$ cat config.mk
export PLATFORM = sky130hd
export DESIGN_NAME = bip8_check_multi
export DESIGN_NICKNAME = d
export VERILOG_FILES = /design/src/rtl/sdh_bip_pkg.sv /design/src/rtl/bip_lane_fold.sv /design/src/rtl/bip8_check_multi.sv
export SDC_FILE = /design/constraint.sdc
export NUM_CORES = 1
export LEC_CHECK = 0
export CAP_MARGIN = 20
export CORE_MARGIN = 3
export CORE_UTILIZATION = 39
export CTS_BUF_LIST = sky130_fd_sc_hd__clkbuf_16
export DETAILED_ROUTE_END_ITERATION = 6
export HOLD_SLACK_MARGIN = 0.12
export PLACE_DENSITY = 0.69
export SLEW_MARGIN = 10
export SYNTH_ARGS = -nofsm -noshare
export SYNTH_HDL_FRONTEND = slang
export SYNTH_HIERARCHICAL = 1
export SYNTH_SLANG_ARGS = --single-unit
$ cat constraint.sdc
create_clock -name sdh_clk -period 8.55 [get_ports sdh_clk]
set_input_delay 1.2825 -clock sdh_clk [delete_from_list [all_inputs] [get_ports sdh_clk]]
set_output_delay 1.2825 -clock sdh_clk [all_outputs]
set_load 0.1 [all_outputs]
$ cat src/rtl/sdh_bip_pkg.sv
// Shared types and helpers for the SDH B1/B2/B3 parity checkers.
package sdh_bip_pkg;
  localparam int BIP_W  = 8;
  localparam int LANE_W = 8;

  typedef enum logic [1:0] {
    IDLE = 2'd0,
    ACQ  = 2'd1,
    RUN  = 2'd2
  } bip_state_e;

  function automatic logic [3:0] popcount8(input logic [7:0] v);
    logic [3:0] n;
    n = '0;
    for (int i = 0; i < 8; i++) n = n + {3'b000, v[i]};
    return n;
  endfunction
endpackage

$ cat src/rtl/bip_lane_fold.sv
// XOR-reduces LANES bytes of a data word down to one byte of running parity.
module bip_lane_fold
  import sdh_bip_pkg::*;
#(
  parameter int LANES = 1
) (
  input  logic [LANE_W*LANES-1:0] data_i,
  output logic [LANE_W-1:0]       xor_o
);
  logic [LANES:0][LANE_W-1:0] part;

  assign part[0] = '0;
  for (genvar g = 0; g < LANES; g++) begin : g_lane
    assign part[g+1] = part[g] ^ data_i[g*LANE_W +: LANE_W];
  end
  assign xor_o = part[LANES];
endmodule

$ cat src/rtl/bip8_check_multi.sv
// B1 (BIP-8) checker: per-frame parity, compare against next frame's B1, error counting and windowed alarm.
// Define B1_BLOCK_COUNT_EN to count errored frames (block errors) instead of errored bits.
module bip8_check_multi
  import sdh_bip_pkg::*;
#(
  parameter int LANES      = 1,
  parameter int CNT_W      = 16,
  parameter int WIN_FRAMES = 8000,
  parameter int EXC_THRESH = 1000
) (
  input  logic               sdh_clk,
  input  logic               rst,
  input  logic               rx_valid,
  input  logic               rx_frame_start,
  input  logic [8*LANES-1:0] rx_data,
  input  logic               rec_b1_valid,
  input  logic [7:0]         rec_b1,
  input  logic               cnt_clr,
  output logic [7:0]         bip_cal,
  output logic               bip_cal_valid,
  output logic               b1_err,
  output logic [3:0]         b1_err_bits,
  output logic               b1_chk_done,
  output logic [CNT_W-1:0]   bip_err_cnt,
  output logic               exc_alarm
);
  localparam int FW = (WIN_FRAMES > 1) ? $clog2(WIN_FRAMES) : 1;
  localparam int WW = $clog2(EXC_THRESH + 9) + 1;
  localparam logic [FW-1:0] FRM_LAST = FW'(WIN_FRAMES - 1);
  localparam logic [WW-1:0] THR      = WW'(EXC_THRESH);

  bip_state_e       state_q, state_d;
  logic [BIP_W-1:0] word_xor, acc_q, cal_q;
  logic             cal_vld_q, done_q, err_q, alarm_q, alarm_d;
  logic [3:0]       bits_q, diff_bits, inc;
  logic [CNT_W-1:0] cnt_q, cnt_d;
  logic [CNT_W:0]   cnt_sum;
  logic [FW-1:0]    frm_q, frm_d;
  logic [WW-1:0]    werr_q, werr_d, werr_sum;
  logic             sof, reload, reload_run, chk;

  bip_lane_fold #(.LANES(LANES)) u_fold (
    .data_i (rx_data),
    .xor_o  (word_xor)
  );

  assign sof        = rx_valid & rx_frame_start;
  assign reload     = sof & (state_q != IDLE);
  assign reload_run = sof & (state_q == RUN);
  // Compare against the registered bip_cal, so a same-cycle reload never leaks in.
  assign chk        = rec_b1_valid & cal_vld_q;
  assign diff_bits  = popcount8(rec_b1 ^ cal_q);

`ifdef B1_BLOCK_COUNT_EN
  assign inc = {3'b000, done_q & err_q};
`else
  assign inc = done_q ? bits_q : 4'd0;
`endif

  always_comb begin
    state_d = state_q;
    case (state_q)
      IDLE:    if (sof) state_d = ACQ;
      ACQ:     if (sof) state_d = RUN;
      RUN:     state_d = RUN;
      default: state_d = IDLE;
    endcase
  end

  always_comb begin
    cnt_sum  = {1'b0, cnt_q} + (CNT_W+1)'(inc);
    cnt_d    = cnt_sum[CNT_W] ? '1 : cnt_sum[CNT_W-1:0];
    if (cnt_clr) cnt_d = '0;
    werr_sum = werr_q + WW'(inc);
    werr_d   = (werr_sum >= THR) ? THR : werr_sum;
    frm_d    = frm_q;
    alarm_d  = alarm_q;
    if (reload_run) begin
      if (frm_q == FRM_LAST) begin
        alarm_d = (werr_sum >= THR);
        werr_d  = '0;
        frm_d   = '0;
      end else begin
        frm_d = frm_q + FW'(1);
      end
    end
  end

  always_ff @(posedge sdh_clk) begin
    if (rst) begin
      state_q   <= IDLE;
      acc_q     <= '0;
      cal_q     <= '0;
      cal_vld_q <= 1'b0;
      done_q    <= 1'b0;
      err_q     <= 1'b0;
      bits_q    <= '0;
      cnt_q     <= '0;
      frm_q     <= '0;
      werr_q    <= '0;
      alarm_q   <= 1'b0;
    end else begin
      state_q <= state_d;
      if (rx_valid) acc_q <= rx_frame_start ? word_xor : (acc_q ^ word_xor);
      if (reload) begin
        cal_q     <= acc_q;
        cal_vld_q <= 1'b1;
      end
      done_q <= chk;
      err_q  <= chk & (diff_bits != 4'd0);
      if (chk) bits_q <= diff_bits;
      cnt_q   <= cnt_d;
      frm_q   <= frm_d;
      werr_q  <= werr_d;
      alarm_q <= alarm_d;
    end
  end

  assign bip_cal       = cal_q;
  assign bip_cal_valid = cal_vld_q;
  assign b1_err        = err_q;
  assign b1_err_bits   = bits_q;
  assign b1_chk_done   = done_q;
  assign bip_err_cnt   = cnt_q;
  assign exc_alarm     = alarm_q;
endmodule

==> key figures <==
STA
  – Headroom to the max-slew limit: a little under a third
  – Final setup viols: 0
  – Final hold slack: between 0.4 and 0.5 ns
  – FMAX: about 0.23 GHz
  – Slew Limit Fails: 0
  – Setup TNS: 0 ns
  – RSZ-0062 raised after global routing: false
  – Worst slew pin tran: around 1.0 ns
  – Clock Skews: about 0.0070 ns
  – Count of final hold-check violations: 0
  – Fin crit period: about 4.3 ns
  – Final period util: around 50%

Critical path
  – Worst Path Buf+Inv: 3
  – Worst path top cell family by delay: adder cells
  – Startpoint Class: input port
  – Worst Path Arrival: between 4 and 5 ns
  – Critical path's most frequent cell: fa_1
  – Crit-path max cell delay: approximately 0.53 ns
  – CP max FO: 2
  – Critical-path cell list: clkdlybuf4s50_1, xnor2_1, fa_1, fa_1, fa_1, inv_1, ha_1, inv_1, fa_1, xor2_1, and4b_1, nor3_1
  – Req. time, crit path: 8.75 ns
  – Worst setup path class: in2reg
  – Crit path capture type: register
  – CP max-delay cell: fa_1
  – R2R setup slack: 5.25 ns

Routing
  – Post-DR vias/cell: between 5 and 6
  – Total number of vias: 2790
  – Antenna viol nets, final: 0
  – DR pass1 iterations: 4
  – Drt drc: 0
  – DRT Wirelength: between 7000 and 8000 µm
  – Initial DRC Count: 65
  – Wirelength per Cell: approximately 14 µm

Placement
  – Port bufs: between 50 and 60
  – Post-DP HPWL: a little over 5000 µm
  – Gpl congestion: 0.7813

Final layout
  – Nets: between 400 and 500
  – FILL cells: between 800 and 900
  – Fin util: roughly 51%
  – Share of cells above drive strength 1: around 7.3%
  – Area growth syn-to-layout: 24.04%
  – Inserted Diodes: 0

Synth
  – Top-count cell post-synth: dfxtp_1
  – Yosys Warn Count: 6
  – Asr flop ratio synth: 0%
  – Yosys top cell area share: 38.07%
  – Post-synth cell types: ~50
  – Synth top cells by count: dfxtp_1, nor2_1, a21oi_1
  – Cell taking the most area after synthesis: dfxtp_1
  – Post-Syn Area: about 0.0035 mm²
  – Post-Syn Instances: around 390
  – Top_reg_cell synth: dfxtp_1
  – Synth Register Bits: 66
  – Sequential area share after synthesis: approximately two fifths
  – Area contributors post-synth: dfxtp_1, xnor2_1, a21oi_1
  – Syn_area_per_cell: a little under 9 µm²
  – Synth Net Count: approximately 430
  – Post-synth EDFFs: 0

GRT
  – Antenna violations before repair: 0
  – First-pass GRT wire length: 12470 µm
  – Tot GR Track Use: roughly 15%
  – GRT overflow: 0
  – Vias in the first global route: 2784
  – Largest net degree at the start of global routing: 30

CTS
  – CTS H-tree lvls: 3
  – Number of hold buffers added after CTS: 0
  – CTS Buf Count: 9
  – Worst-Skew Late Latency: about 0.33 ns
  – Clock buffer depth: 2
  – PostCTS Resize Cnt: 0
  – Clk sinks: 66
  – TritonCTS clock tree: yes
  – Reg clk slew, reported paths: ~0.050 ns
  – Setup Fix Bufs, Post-CTS: 0
  – Root buffer cell: clkbuf_16

Die
  – Placement Rows: 33
  – IO Pins: 54
  – Die width: 100.3 µm
  – Die area: 0.01007 mm²
  – Initial core utilization: between 40 and 50%
  – CORE AREA: between 0.008 and 0.009 mm²
  – Die height: about 100 µm

Run status
  – Status: finished, final reports clean

Pwr
  – Max VDD drop: 103.0 µV
  – Power Density: around 180 mW/mm²
  – Static Leak: 1.611 nW

Flow run
  – Max Cap Viol: 0

Hold path
  – Hold Path Class: reg2reg
-- cell families after synthesis --
| logic type | synth area share, % |
|---|---|
| AO/OA/AOI/OAI | 14.71 |
| XOR/XNOR | 9.589 |
| adder cells (fa/ha/maj) | 9.049 |
| buffers and inverters | 6.020 |
| flip-flops | 38.07 |
| multiplexers | 4.038 |
| other | 0.1080 |
| AND/OR/NAND/NOR | 18.42 |
-- worst paths after layout --
check	start	end	cells after the start
worst max-delay path	rec_b1[1]	b1_err$_SDFF_PP0_	12
worst min-delay path	acc_q[4]$_SDFFE_PP0P_	bip_cal[4]$_SDFFE_PP0P_	2
worst max register to register	bip_cal[1]$_SDFFE_PP0P_	b1_err$_SDFF_PP0_	11
worst min register to register	acc_q[4]$_SDFFE_PP0P_	bip_cal[4]$_SDFFE_PP0P_	2
-- worst reg2reg max path, delay by kind of cell (launching register included) --
family / cells / cell delay (ns)
XOR/XNOR: 2 / 0.43
adder cells (fa/ha/maj): 5 / 2.04
buffers and inverters: 2 / 0.12
flip-flops: 1 / 0.34
AND/OR/NAND/NOR: 2 / 0.25
-- power by group --
part	internal [W]	switching, W	total (W)
clock	0.000252	0.000132	0.000384
sequential	0.000315	0.00000687	0.000322
combinational	0.0000387	0.0000469	0.0000856
-- final cells by class --
class                           count  area, µm²  area share, %
Multi-Input combinational cell    284       1941          45.07
Clock inverter                      7      85.08          1.976
Clock buffer                        9      225.2          5.231
Timing Repair Buffer               54      538.0          12.50
Tap cell                          105      131.4          3.051
Inverter                           17      63.81          1.482
Sequential cell                    66       1321          30.69
-- sequential cells by signal (all words and copies together), names as in the netlist --
name	flops
bip_err_cnt	16
acc_q	8
b1_err	1
b1_chk_done	1
werr_q	11
bip_cal_valid	1
exc_alarm	1
state_q	2
bip_cal	8
frm_q	13
b1_err_bits	4
-- cells in the final DEF (no fill, tap or decap), drive strengths merged, types with 2 or more instances in the layout --
cell type	Yosys	final
inv	17	18
nor3	8	8
clkinv	0	3
nand2	32	32
xor2	17	17
or3	3	3
nor2	40	40
and2	4	4
maj3	3	3
nor4b	2	2
a21o	4	4
a211oi	4	4
nor4	2	2
clkdlybuf4s50	0	53
dfxtp	66	66
nand3	13	13
xnor2	21	21
a31oi	5	5
a311oi	4	4
o21ai	14	14
or2	3	3
mux2	8	8
o21a	2	2
nand2b	3	3
fa	6	6
and3	5	5
nand4	8	8
ha	13	13
bufinv	0	2
a22oi	7	7
and4b	3	3
mux2i	5	5
a21oi	34	34
clkbuf	11	9
-- metrics by stage --
stage	instances	power [W]	area [µm²]	setup slack [ns]
after floorplan	392	0.0003907	3471	4.458
after global placement	526	0.0004095	3995	3.982
after detailed placement	526	0.0004140	3995	3.881
after CTS	542	0.0007991	4305	4.204
after global routing	542	0.0008239	4305	4.055
final	542	0.0007914	4305	4.231
-- metal layers --
metal,share of wire (%),vias up,GRT usage (%)
li1,-,1437,-
met1,45,1290,18.46
met2,49,54,25.84
met3,5.2,9,4.587
met4,1.1,0,4.560
met5,0,-,0
(Power assumes the default switching activity.)
